File: src/rtl/sb_bank_fill_ctrl.sv
// Bus slave in front of NUM_BANKS sync-read memory banks, with a hardware fill engine
// that writes one pattern word to every location of a chosen bank and a small CSR block.
module sb_bank_fill_ctrl #(
   parameter int NUM_BANKS    = 3,
   parameter int BANK_AW      = 10,
   parameter int BANK_SEL_LSB = 12
) (
   input  logic                    clk_i,
   input  logic                    rst_i,
   input  logic                    req_i,
   input  logic                    write_enable_i,
   input  logic [3:0]              mem_be_i,
   input  logic [31:0]             addr_i,
   input  logic [31:0]             write_data_i,
   output logic                    ready_o,
   output logic [31:0]             read_data_o,
   output logic                    rvalid_o,
   output logic [NUM_BANKS-1:0]    bank_we_o,
   output logic [BANK_AW-1:0]      bank_addr_o,
   output logic [3:0]              bank_be_o,
   output logic [31:0]             bank_wdata_o,
   input  logic [NUM_BANKS*32-1:0] bank_rdata_i
);

   localparam int SEL_W = $clog2(NUM_BANKS + 1);
   localparam logic [BANK_AW-1:0] LAST_WORD = '1;
   localparam logic [BANK_AW-1:0] CSR_CTRL  = BANK_AW'(0);
   localparam logic [BANK_AW-1:0] CSR_DATA  = BANK_AW'(1);
   localparam logic [BANK_AW-1:0] CSR_STAT  = BANK_AW'(2);

   typedef enum logic {
      ST_IDLE = 1'b0,
      ST_FILL = 1'b1
   } state_e;

   state_e             state_q, state_d;
   logic [BANK_AW-1:0] cnt_q, cnt_d;
   logic [2:0]         fill_bank_q, fill_bank_d;
   logic [31:0]        pattern_q, pattern_d;
   logic [31:0]        fill_data_q, fill_data_d;
   logic [2:0]         bank_id_q, bank_id_d;
   logic               done_q, done_d;
   logic               err_q, err_d;

   logic               rvalid_q;
   logic               rd_bank_q;
   logic [SEL_W-1:0]   rd_sel_q;
   logic [31:0]        rd_csr_q;

   logic [SEL_W-1:0]   sel;
   logic [BANK_AW-1:0] word;
   logic               is_bank, is_csr;
   logic               accept, wr_acc, rd_acc, bank_wr;
   logic               ctrl_wr, data_wr, stat_wr;
   logic               start_req, start_ok;
   logic [31:0]        csr_rdata;
   logic [31:0]        bank_rd;
   logic               unused_addr;

   assign sel         = addr_i[BANK_SEL_LSB +: SEL_W];
   assign word        = addr_i[BANK_AW+1:2];
   assign is_bank     = int'(sel) < NUM_BANKS;
   assign is_csr      = int'(sel) == NUM_BANKS;
   assign unused_addr = ^addr_i;

   // Handshake: a request transfers on any cycle where req_i && ready_o; reads answer with a
   // single rvalid_o pulse on the following cycle, writes never produce rvalid_o.
   assign ready_o = (state_q == ST_IDLE) || !is_bank;
   assign accept  = req_i && ready_o;
   assign wr_acc  = accept && write_enable_i;
   assign rd_acc  = accept && !write_enable_i;
   assign bank_wr = wr_acc && is_bank;

   assign ctrl_wr   = wr_acc && is_csr && (word == CSR_CTRL);
   assign data_wr   = wr_acc && is_csr && (word == CSR_DATA);
   assign stat_wr   = wr_acc && is_csr && (word == CSR_STAT);
   assign start_req = ctrl_wr && write_data_i[31];
   assign start_ok  = start_req && (int'(write_data_i[2:0]) < NUM_BANKS);

   always_comb begin
      csr_rdata = '0;
      case (word)
         CSR_CTRL: csr_rdata = {29'd0, bank_id_q};
         CSR_DATA: csr_rdata = fill_data_q;
         CSR_STAT: csr_rdata = {29'd0, err_q, done_q, state_q == ST_FILL};
         default:  csr_rdata = '0;
      endcase
   end

   always_comb begin
      state_d     = state_q;
      cnt_d       = cnt_q;
      fill_bank_d = fill_bank_q;
      pattern_d   = pattern_q;
      fill_data_d = fill_data_q;
      bank_id_d   = bank_id_q;
      done_d      = done_q;
      err_d       = err_q;

      if (ctrl_wr) bank_id_d = write_data_i[2:0];
      for (int k = 0; k < 4; k++) begin
         if (data_wr && mem_be_i[k]) fill_data_d[8*k +: 8] = write_data_i[8*k +: 8];
      end
      if (stat_wr && write_data_i[1]) done_d = 1'b0;
      if (stat_wr && write_data_i[2]) err_d  = 1'b0;

      case (state_q)
         ST_IDLE: begin
            if (start_ok) begin
               state_d     = ST_FILL;
               cnt_d       = '0;
               fill_bank_d = write_data_i[2:0];
               pattern_d   = fill_data_q;
               done_d      = 1'b0;
            end else if (start_req) begin
               err_d = 1'b1;
            end
         end
         ST_FILL: begin
            cnt_d = cnt_q + 1'b1;
            // Completion is applied after the write-1-clear so it wins on a collision.
            if (cnt_q == LAST_WORD) begin
               state_d = ST_IDLE;
               done_d  = 1'b1;
            end
         end
         default: state_d = ST_IDLE;
      endcase
   end

   always_comb begin
      bank_we_o    = '0;
      bank_addr_o  = word;
      bank_be_o    = mem_be_i;
      bank_wdata_o = write_data_i;
      if (state_q == ST_FILL) begin
         bank_addr_o  = cnt_q;
         bank_be_o    = 4'hF;
         bank_wdata_o = pattern_q;
         for (int b = 0; b < NUM_BANKS; b++) bank_we_o[b] = int'(fill_bank_q) == b;
      end else begin
         for (int b = 0; b < NUM_BANKS; b++) bank_we_o[b] = bank_wr && (int'(sel) == b);
      end
   end

   always_comb begin
      bank_rd = '0;
      for (int b = 0; b < NUM_BANKS; b++) begin
         if (int'(rd_sel_q) == b) bank_rd = bank_rdata_i[32*b +: 32];
      end
   end

   assign rvalid_o    = rvalid_q;
   assign read_data_o = !rvalid_q ? 32'd0 : (rd_bank_q ? bank_rd : rd_csr_q);

   always_ff @(posedge clk_i) begin
      if (!rst_i) begin
         state_q     <= ST_IDLE;
         cnt_q       <= '0;
         fill_bank_q <= '0;
         pattern_q   <= '0;
         fill_data_q <= '0;
         bank_id_q   <= '0;
         done_q      <= 1'b0;
         err_q       <= 1'b0;
         rvalid_q    <= 1'b0;
         rd_bank_q   <= 1'b0;
         rd_sel_q    <= '0;
         rd_csr_q    <= '0;
      end else begin
         state_q     <= state_d;
         cnt_q       <= cnt_d;
         fill_bank_q <= fill_bank_d;
         pattern_q   <= pattern_d;
         fill_data_q <= fill_data_d;
         bank_id_q   <= bank_id_d;
         done_q      <= done_d;
         err_q       <= err_d;
         rvalid_q    <= rd_acc;
         if (rd_acc) begin
            rd_bank_q <= is_bank;
            rd_sel_q  <= sel;
            rd_csr_q  <= is_csr ? csr_rdata : 32'd0;
         end
      end
   end

endmodule

File: config.mk
export PLATFORM = sky130hd
export DESIGN_NAME = sb_bank_fill_ctrl
export DESIGN_NICKNAME = d
export VERILOG_FILES = /design/src/rtl/sb_bank_fill_ctrl.sv
export SDC_FILE = /design/constraint.sdc
export NUM_CORES = 1
export LEC_CHECK = 0
export BUFFER_PORTS_ARGS = -buffer_cell sky130_fd_sc_hd__buf_2
export CAP_MARGIN = 10
export CORE_ASPECT_RATIO = 1.75
export CORE_MARGIN = 3
export CORE_UTILIZATION = 25
export DETAILED_ROUTE_END_ITERATION = 10
export PLACE_DENSITY = 0.45
export SLEW_MARGIN = 5
export SYNTH_ARGS = -nofsm -noshare
export SYNTH_HDL_FRONTEND = slang
export SYNTH_SLANG_ARGS = --single-unit
export TNS_END_PERCENT = 10
File: constraint.sdc
create_clock -name clk_i -period 2.6 [get_ports clk_i]
set_clock_uncertainty 0.05 [all_clocks]
set_input_delay 0.13 -clock clk_i [delete_from_list [all_inputs] [get_ports clk_i]]
set_output_delay 0.13 -clock clk_i [all_outputs]
set_load 0.01 [all_outputs]
# Word-level counts from Yosys, hierarchy flattened
# Cells that the tools add are included.
[classes]
add_sub_neg = 1
order_cmp = 2
eq_ne = 11
mux = 24
bitwise_logic = 1
n_reduce_logical = 27
[op_table]
columns = ["operator", "n"]
rows = [
  ["two-way mux 32 bit", 7],
  ["one-hot mux 32 bit (3 select lines)", 1],
  ["two-way mux 10 bit", 2],
  ["one-hot mux 10 bit (2 select lines)", 1],
  ["logical AND 1 bit", 19],
  ["adder 10 x 1 -> 10 bit, second input constant", 1],
  ["== test 10 x 1 -> 1 bit, second input constant", 1],
  ["== test 10 bit, second input constant", 1],
  ["== test 10 x 2 -> 1 bit, second input constant", 1],
  ["logical NOT 10 bit", 1],
  ["two-way mux 1 bit", 9],
  ["== test 2 bit, second input constant", 4],
  ["logical NOT 2 bit", 2],
  ["two-way mux 4 bit", 1],
  ["one-hot mux 1 bit (2 select lines)", 2],
  ["== test 3 x 2 -> 1 bit, second input constant", 1],
  ["== test 3 bit, second input constant", 1],
  ["logical NOT 3 bit", 1],
  ["< comparator 3 x 2 -> 1 bit, second input constant", 1],
  ["two-way mux 3 bit", 1],
  ["== test 2 x 1 -> 1 bit, second input constant", 1],
  ["logical NOT 1 bit", 2],
  ["< comparator 2 bit, second input constant", 1],
  ["inequality test 2 bit, second input constant", 1],
  ["other kinds (3)", 3],
]
[word_totals]
register_bits = 119
in_bits = 168

# Longest topological paths before layout
# Gate-level depths: netlist (run 1).
[depth]
word_depth = 12
mapped_depth = 7
depth_no_buf = 4

# Worst setup path before layout (run 1)
# No wires, ideal clock.
[synth_path]
kind = "input -> register"
start = "in addr_i[6]"
end = "reg fill_data_q[0]"
setup_ns = 0.128
arrival_time_ns = 1.660
t_required_ns = 2.422
setup_slack_ns = 0.762
cell_stages = 5
path_buffers = 1
path_cell_list = "or4_1 -> buf_4 -> nor4_4 -> mux2i_1 -> nor2_1"
[synth_via]
elab_chain_len = 3
[synth_rtl]
columns = ["item", "line_no", "text"]
rows = [
  ["from (decl)", "13", "input logic [31:0] addr_i,"],
  ["== test 10 x 1 -> 1 bit", "75", "assign data_wr = wr_acc && is_csr && (word == CSR_DATA);"],
  ["logical AND 1 bit", "75", ""],
  ["logical AND 1 bit", "102", "if (data_wr && mem_be_i[k]) fill_data_d[8*k +: 8] = write_data_i[8*k +: 8];"],
  ["to (signal assigned)", "175", "fill_data_q <= fill_data_d;"],
  ["to (decl)", "40", "logic [31:0] fill_data_q, fill_data_d;"],
]
# No other way between the ends.
# A chain may end at the register's enable or synchronous reset.

# Worst setup path after layout (run 1)
[layout_path]
start = "reg state_q"
end = "out bank_we_o[2]"
[layout_via]
elab_chain_len = 7
[layout_rtl]
columns = ["item", "line_no", "text"]
rows = [
  ["from (decl)", "36", "state_e state_q, state_d;"],
  ["from (signal assigned)", "171", "state_q <= state_d;"],
  ["inverter 1 bit", "-", ""],
  ["logical OR 1 bit", "68", "assign ready_o = (state_q == ST_IDLE) || !is_bank;"],
  ["logical AND 1 bit", "69", "assign accept = req_i && ready_o;"],
  ["logical AND 1 bit", "70", "assign wr_acc = accept && write_enable_i;"],
  ["logical AND 1 bit", "72", "assign bank_wr = wr_acc && is_bank;"],
  ["logical AND 1 bit", "142", "for (int b = 0; b < NUM_BANKS; b++) bank_we_o[b] = bank_wr && (int'(sel) == b);"],
  ["two-way mux 3 bit (*)", "136", "if (state_q == ST_FILL) begin"],
  ["to (decl)", "18", "output logic [NUM_BANKS-1:0] bank_we_o,"],
]
# Mark *: on every way between the ends. The rest lies on a longest branch, timed or not.

==> reports/results.ini, run 1 <==
[status]
status = complete, no violations

[layout]
n_antenna_cell = 0
drive_above_1_share_pct = 35.93
area_growth_syn_to_layout_pct = 39.74
nets = 1119
fin_area_sq_um = 8772
fill_cells = 2495

[die]
start_util_pct = 25.49
die_x_microns = 125.8
rows = 76
die_h_microns = 215.6
coreArea_sq_um = 24630
design.die.area_sq_um = 27120
io_pins = 251

[power_and_ir_drop]
vdd.ir_drop.worst_uv = 342.2
p_leak_nw = 3.689
powerDensity_nw_per_um2 = 550.1

[detailed_routing]
routed_via_density = 4.849
antenna_left = 0
vias = 6183
drc = 0
wl_per_cell_microns = 17.32
routed_wl_microns = 22080
drt_first_pass_iters = 6
drtIter0Drc = 249

[setup_path]
r2r_cells = 5
reg2reg_slack_ps = 590
slowest_delay_ps = 530
cp_data_arrival_time_ps = 2130
cp_max_fo = 24
cp.required_ps = 2420
end_kind = output pin
path_cells = buf_4 -> inv_1 -> nor4b_1 -> a31o_2 -> buf_2
cp-start-kind = flop
cp_slowest_cell = dfxtp_2
critPathKind = reg2out

[clock_tree]
worstSkewPairLatency_ps = 420
htree_levels = 4
cts_root_buffer = clkbuf_16
clkTransAtPathRegs_ps = 60
cts_made_buffers = 17
cts_tree = done
clockBufferDepth = 2
ctsResizeCount = 0
cts.sinks = 119

[grt]
grt_antenna_before_repair = 0
grt_max_degree = 48
grt_pass1_vias = 6084
grt_pass1_wl_microns = 34730
track_usage_pct = 15.98
overflow = 0

[synth]
yosysTopAreaCellShare_pct = 37.95
ys_ff_latch = 119
synth_ff_type = dfxtp_1
yosysTopAreaCell = dfxtp_1
ys_warn_count = 0
syn_avg_cell_area_sq_um = 8.854
synth.net_count = 878
yosysMostFrequentCell = dfxtp_1
synth_common_cells = dfxtp_1, mux2i_1, nor2_1
postSynthCellCount = 709
async_flop_share_pct = 0
synth_area_leaders = dfxtp_1, mux2i_1, mux2_2
syn_area_sq_um = 6277
ys_seq_area_share_pct = 37.95
synth_edf_count = 0
synth.distinct_cells = 47

[min_path]
hp-class = in2reg
hold_depth = 3

[sta]
rsz0062_at_grt = no
hold_ws_ps = 42.98
setup_viol = 0
hold_viol = 0
max_freq_mhz = 433.2
min_period_over_period_pct = 88.79
fin_setup_tns_ps = 0
tightest_slew_ps = 613.8
maxSlewViolCount = 0
slew_headroom_pct = 59.08
min_period_ps = 2309

[run]
maxCapViolCount = 0

[placed_design]
place_area_sq_um = 7839
place_congestion = 0.7713
dp_hpwl_microns = 16170
place.port_buffers = 230

## worst max-delay path, delay by kind of cell (launching register included)
family / cells / cell delay, ps
DFF: 1 / 530
AOI/OAI and AO/OA: 1 / 160
buffers and inverters: 3 / 650
and+or+nand+nor: 1 / 360
## cell type report
class | instances | area, sq um | area share [%]
inverter | 5 | 20.02 | 0.2282
timing repair buffer | 286 | 1727 | 19.68
clock inverter | 13 | 180.2 | 2.054
multi-input combinational | 521 | 3636 | 41.45
clock buffer | 19 | 432.9 | 4.935
tap | 312 | 390.4 | 4.450
sequential | 119 | 2386 | 27.20
## layout by cell type, fill, tap and decap left out, drive strengths merged, types with 3 or more instances in the layout
master / netlist / routed
a22o: 3 / 3
and4: 3 / 3
buf: 15 / 254
dlygate4sd3: 0 / 32
nand3b: 7 / 7
clkinv: 1 / 7
nor4: 7 / 7
a21oi: 37 / 37
nand4: 5 / 5
mux2i: 71 / 71
nor3: 7 / 7
and3: 6 / 6
inv: 4 / 4
a22oi: 29 / 29
o22ai: 3 / 3
nand2: 45 / 45
o21ai: 41 / 41
mux2: 42 / 42
clkinvlp: 0 / 3
o211ai: 32 / 32
clkbuf: 49 / 19
nand3: 48 / 48
or2: 4 / 4
o211a: 32 / 32
o31ai: 3 / 3
nor2: 71 / 71
bufinv: 0 / 4
dfxtp: 119 / 119
nand2b: 5 / 5
## per-layer routing
| layer | share of wire [%] | global-route usage (%) |
|---|---|---|
| met1 | 41 | 18.89 |
| met2 | 52 | 28.43 |
| met3 | 4.2 | 2.625 |
| met4 | 3.4 | 6.657 |
| met5 | 0 | 0 |
## final timing paths
check / to / startpoint
min: rd_sel_q[0] / addr_i[12]
max reg2reg: cnt_q[8] / state_q
max: bank_we_o[2] / state_q
min reg2reg: pattern_q[15] / pattern_q[15]
## per-stage QoR
| stage | setup WS (ps) | power, mW | cells | utilization [%] |
|---|---|---|---|---|
| 2_1_floorplan | 762.0 | 2.105 | 709 | - |
| 3_3_place_gp | 492.1 | 2.360 | 1211 | 31.83 |
| 3_5_place_dp | 481.4 | 2.361 | 1211 | 31.83 |
| 4_1_cts | 219.3 | 4.890 | 1275 | 35.62 |
| 5_1_grt | 85.40 | 5.009 | 1275 | 35.62 |
| 6_report | 291.4 | 4.826 | 1275 | 35.62 |
## registers in the layout, indices dropped and copies added, names as in the netlist
signal and count:
done_q 1, rd_bank_q 1, rvalid_o 1, fill_data_q 32, bank_id_q 3, cnt_q 10, rd_csr_q 32, rd_sel_q 2
fill_bank_q 3, err_q 1, state_q 1, pattern_q 32
## cell families (layout without fill, tap and decap cells)
kind of cell	count (synthesis)	count (layout)	share of synthesized area, %
fa+ha+maj	1	1	0.1993
buf+inv	69	323	4.445
simple gates	218	218	17.60
compound gates	187	187	20.67
flops	119	119	37.95
xor+xnor	2	2	0.2791
mux	113	113	18.86
## report_power, final
part	internal [mW]	switching, mW	leakage (nW)	total [mW]
registers	1.83	0.0124	0.960	1.84
clock network	1.60	0.876	0.293	2.47
logic	0.245	0.267	2.44	0.512
total	3.67	1.16	3.69	4.83
## timing repair
| action | in CTS | in global routing |
|---|---|---|
| hold endpoints to repair | 33 | 0 |
| hold buffers | 32 | 0 |
| setup buffers | 0 | 0 |
Note: power is estimated with default switching activity, not from simulation.
==> run 2, diff against run 1 <==
- CORE_MARGIN: 3 -> 2
==> reports/results.ini, run 2 (synthesized netlist as in run 1, its figures left out) <==
[grt]
grt_pass1_wl_microns = 33220  ; was 34,730 microns
track_usage_pct = 16.33  ; was 15.98%
grt_antenna_before_repair = 0  ; unchanged
overflow = 0  ; unchanged
grt_max_degree = 64  ; was 48
grt_pass1_vias = 5870  ; was 6,084

[layout]
layout_common_cells = buf_2, dfxtp_1, mux2i_1, nor2_1, nand3_1  ; unchanged
top_regs = fill_data_q (32), pattern_q (32), rd_csr_q (32)  ; unchanged
final_common_cell = buf_2  ; unchanged
nets = 1124  ; was 1,119
layout.cells.non_filler = 1280  ; was 1,275
n_antenna_cell = 0  ; unchanged
area_growth_syn_to_layout_pct = 39.92  ; was 39.74%
drive_above_1_share_pct = 36.47  ; was 35.93%

[die]
die_x_microns = 123.8  ; was 125.8 microns
rows = 76  ; unchanged
design.die.area_sq_um = 26440  ; was 27,120 sq um
coreArea_sq_um = 24630  ; unchanged
io_pins = 251  ; unchanged
start_util_pct = 25.49  ; unchanged
die_h_microns = 213.6  ; was 215.6 microns

[run]
maxCapViolCount = 0  ; unchanged

[clock_tree]
clockBufferDepth = 2  ; unchanged
cts.sinks = 119  ; unchanged
cts_made_buffers = 17  ; unchanged
ctsResizeCount = 0  ; unchanged
htree_levels = 4  ; unchanged
postCtsSetupBuffers = 0  ; unchanged
hold_buffers = 32  ; unchanged
clkTransAtPathRegs_ps = 60  ; about the same
cts_root_buffer = clkbuf_16  ; unchanged
worstSkewPairLatency_ps = 420  ; about the same
cts_tree = done  ; unchanged

[detailed_routing]
drt_first_pass_iters = 5  ; was 6
drtIter0Drc = 299  ; was 249
wl_per_cell_microns = 17.28  ; was 17.32 microns
routed_wl_microns = 22120  ; was 22,080 microns
vias = 6217  ; was 6,183
routed_via_density = 4.857  ; was 4.849
antenna_left = 0  ; unchanged
drc = 0  ; unchanged

[sta]
max_freq_mhz = 460.4  ; was 433.2 MHz
rsz0062_at_grt = no  ; unchanged
slew_headroom_pct = 53.44  ; was 59.08%
min_period_ps = 2172  ; was 2309 ps
fin_ws_ps = 428.2  ; was 291.4 ps
setup_viol = 0  ; unchanged
hold_ws_ps = 57.09  ; was 42.98 ps
fin_setup_tns_ps = 0  ; unchanged
hold_viol = 0  ; unchanged
maxSlewViolCount = 0  ; unchanged
tightest_slew_ps = 698.3  ; was 613.8 ps
min_period_over_period_pct = 83.53  ; was 88.79%

[setup_path]
cp_max_fo = 15  ; was 24
cp.required_ps = 2420  ; about the same
cp-start-kind = flop  ; unchanged
cp_data_arrival_time_ps = 1990  ; was 2130 ps
end_kind = output pin  ; unchanged
critPathKind = reg2out  ; unchanged

[power_and_ir_drop]
powerDensity_nw_per_um2 = 549.9  ; was 550.1 nW/um^2
power.total_mw = 4.830  ; was 4.826 mW
p_leak_nw = 3.701  ; was 3.689 nW
vdd.ir_drop.worst_uv = 348.6  ; was 342.2 uV

[status]
status = complete, no violations  ; unchanged

[placed_design]
dp_hpwl_microns = 15930  ; was 16,170 microns
place.port_buffers = 230  ; unchanged
place_congestion = 0.7805  ; was 0.7713
dp_slack_ps = 467.0  ; was 481.4 ps
placed_cells_incl_taps = 1216  ; was 1,211

[min_path]
hp-class = in2reg  ; unchanged

[run 2: cell type report]
type / instances / area, sq um
inverters: 5 / 20.02
well taps: 312 / 390.4
clock inverters: 13 / 171.4
flip-flops and latches: 119 / 2386
fillers: 2580 / 15850
repair buffers: 291 / 1727
clock buffers: 19 / 452.9
multi-input cells: 521 / 3636
[run 2: routing by layer]
| layer | wire length [microns] | global-route usage (%) | vias up |
|---|---|---|---|
| met5 | 0 | 0 | - |
| met1 | 9109 | 19.81 | 2917 |
| met2 | 11610 | 29.46 | 182 |
| met4 | 253 | 5.094 | 0 |
| li1 | - | - | 3109 |
| met3 | 1145 | 2.128 | 9 |
[run 2: power by group]
group	leakage, nW	internal (mW)	switching (mW)
clock	0.288	1.57	0.912
combinational	2.45	0.243	0.268
sequential	0.960	1.83	0.0127
total	3.70	3.64	1.19
[run 2: path summary, 6_finish.rpt]
check                    start              to  slack (ps)  cells past startpoint
setup reg to reg       state_q         state_q         660                      5
hold reg to reg   pattern_q[2]    pattern_q[2]         420                      2
hold / removal           rst_i  fill_bank_q[1]          60                      3
setup / recovery   rd_sel_q[1]  read_data_o[4]         430                      5
[run 2: metrics by stage]
stage / util, % / area (sq um)
after floorplan: - / 6277
after global placement: 31.83 / 7839
after detailed placement: 31.83 / 7839
after CTS: 35.66 / 8783
after global routing: 35.66 / 8783
final: 35.66 / 8783
[run 2: critical path, stage by stage, from the launching register on]
cell	delay, ps
dfxtp_2	560
buf_4	350
mux2i_1	130
o211ai_1	210
o211a_1	180
buf_2	120
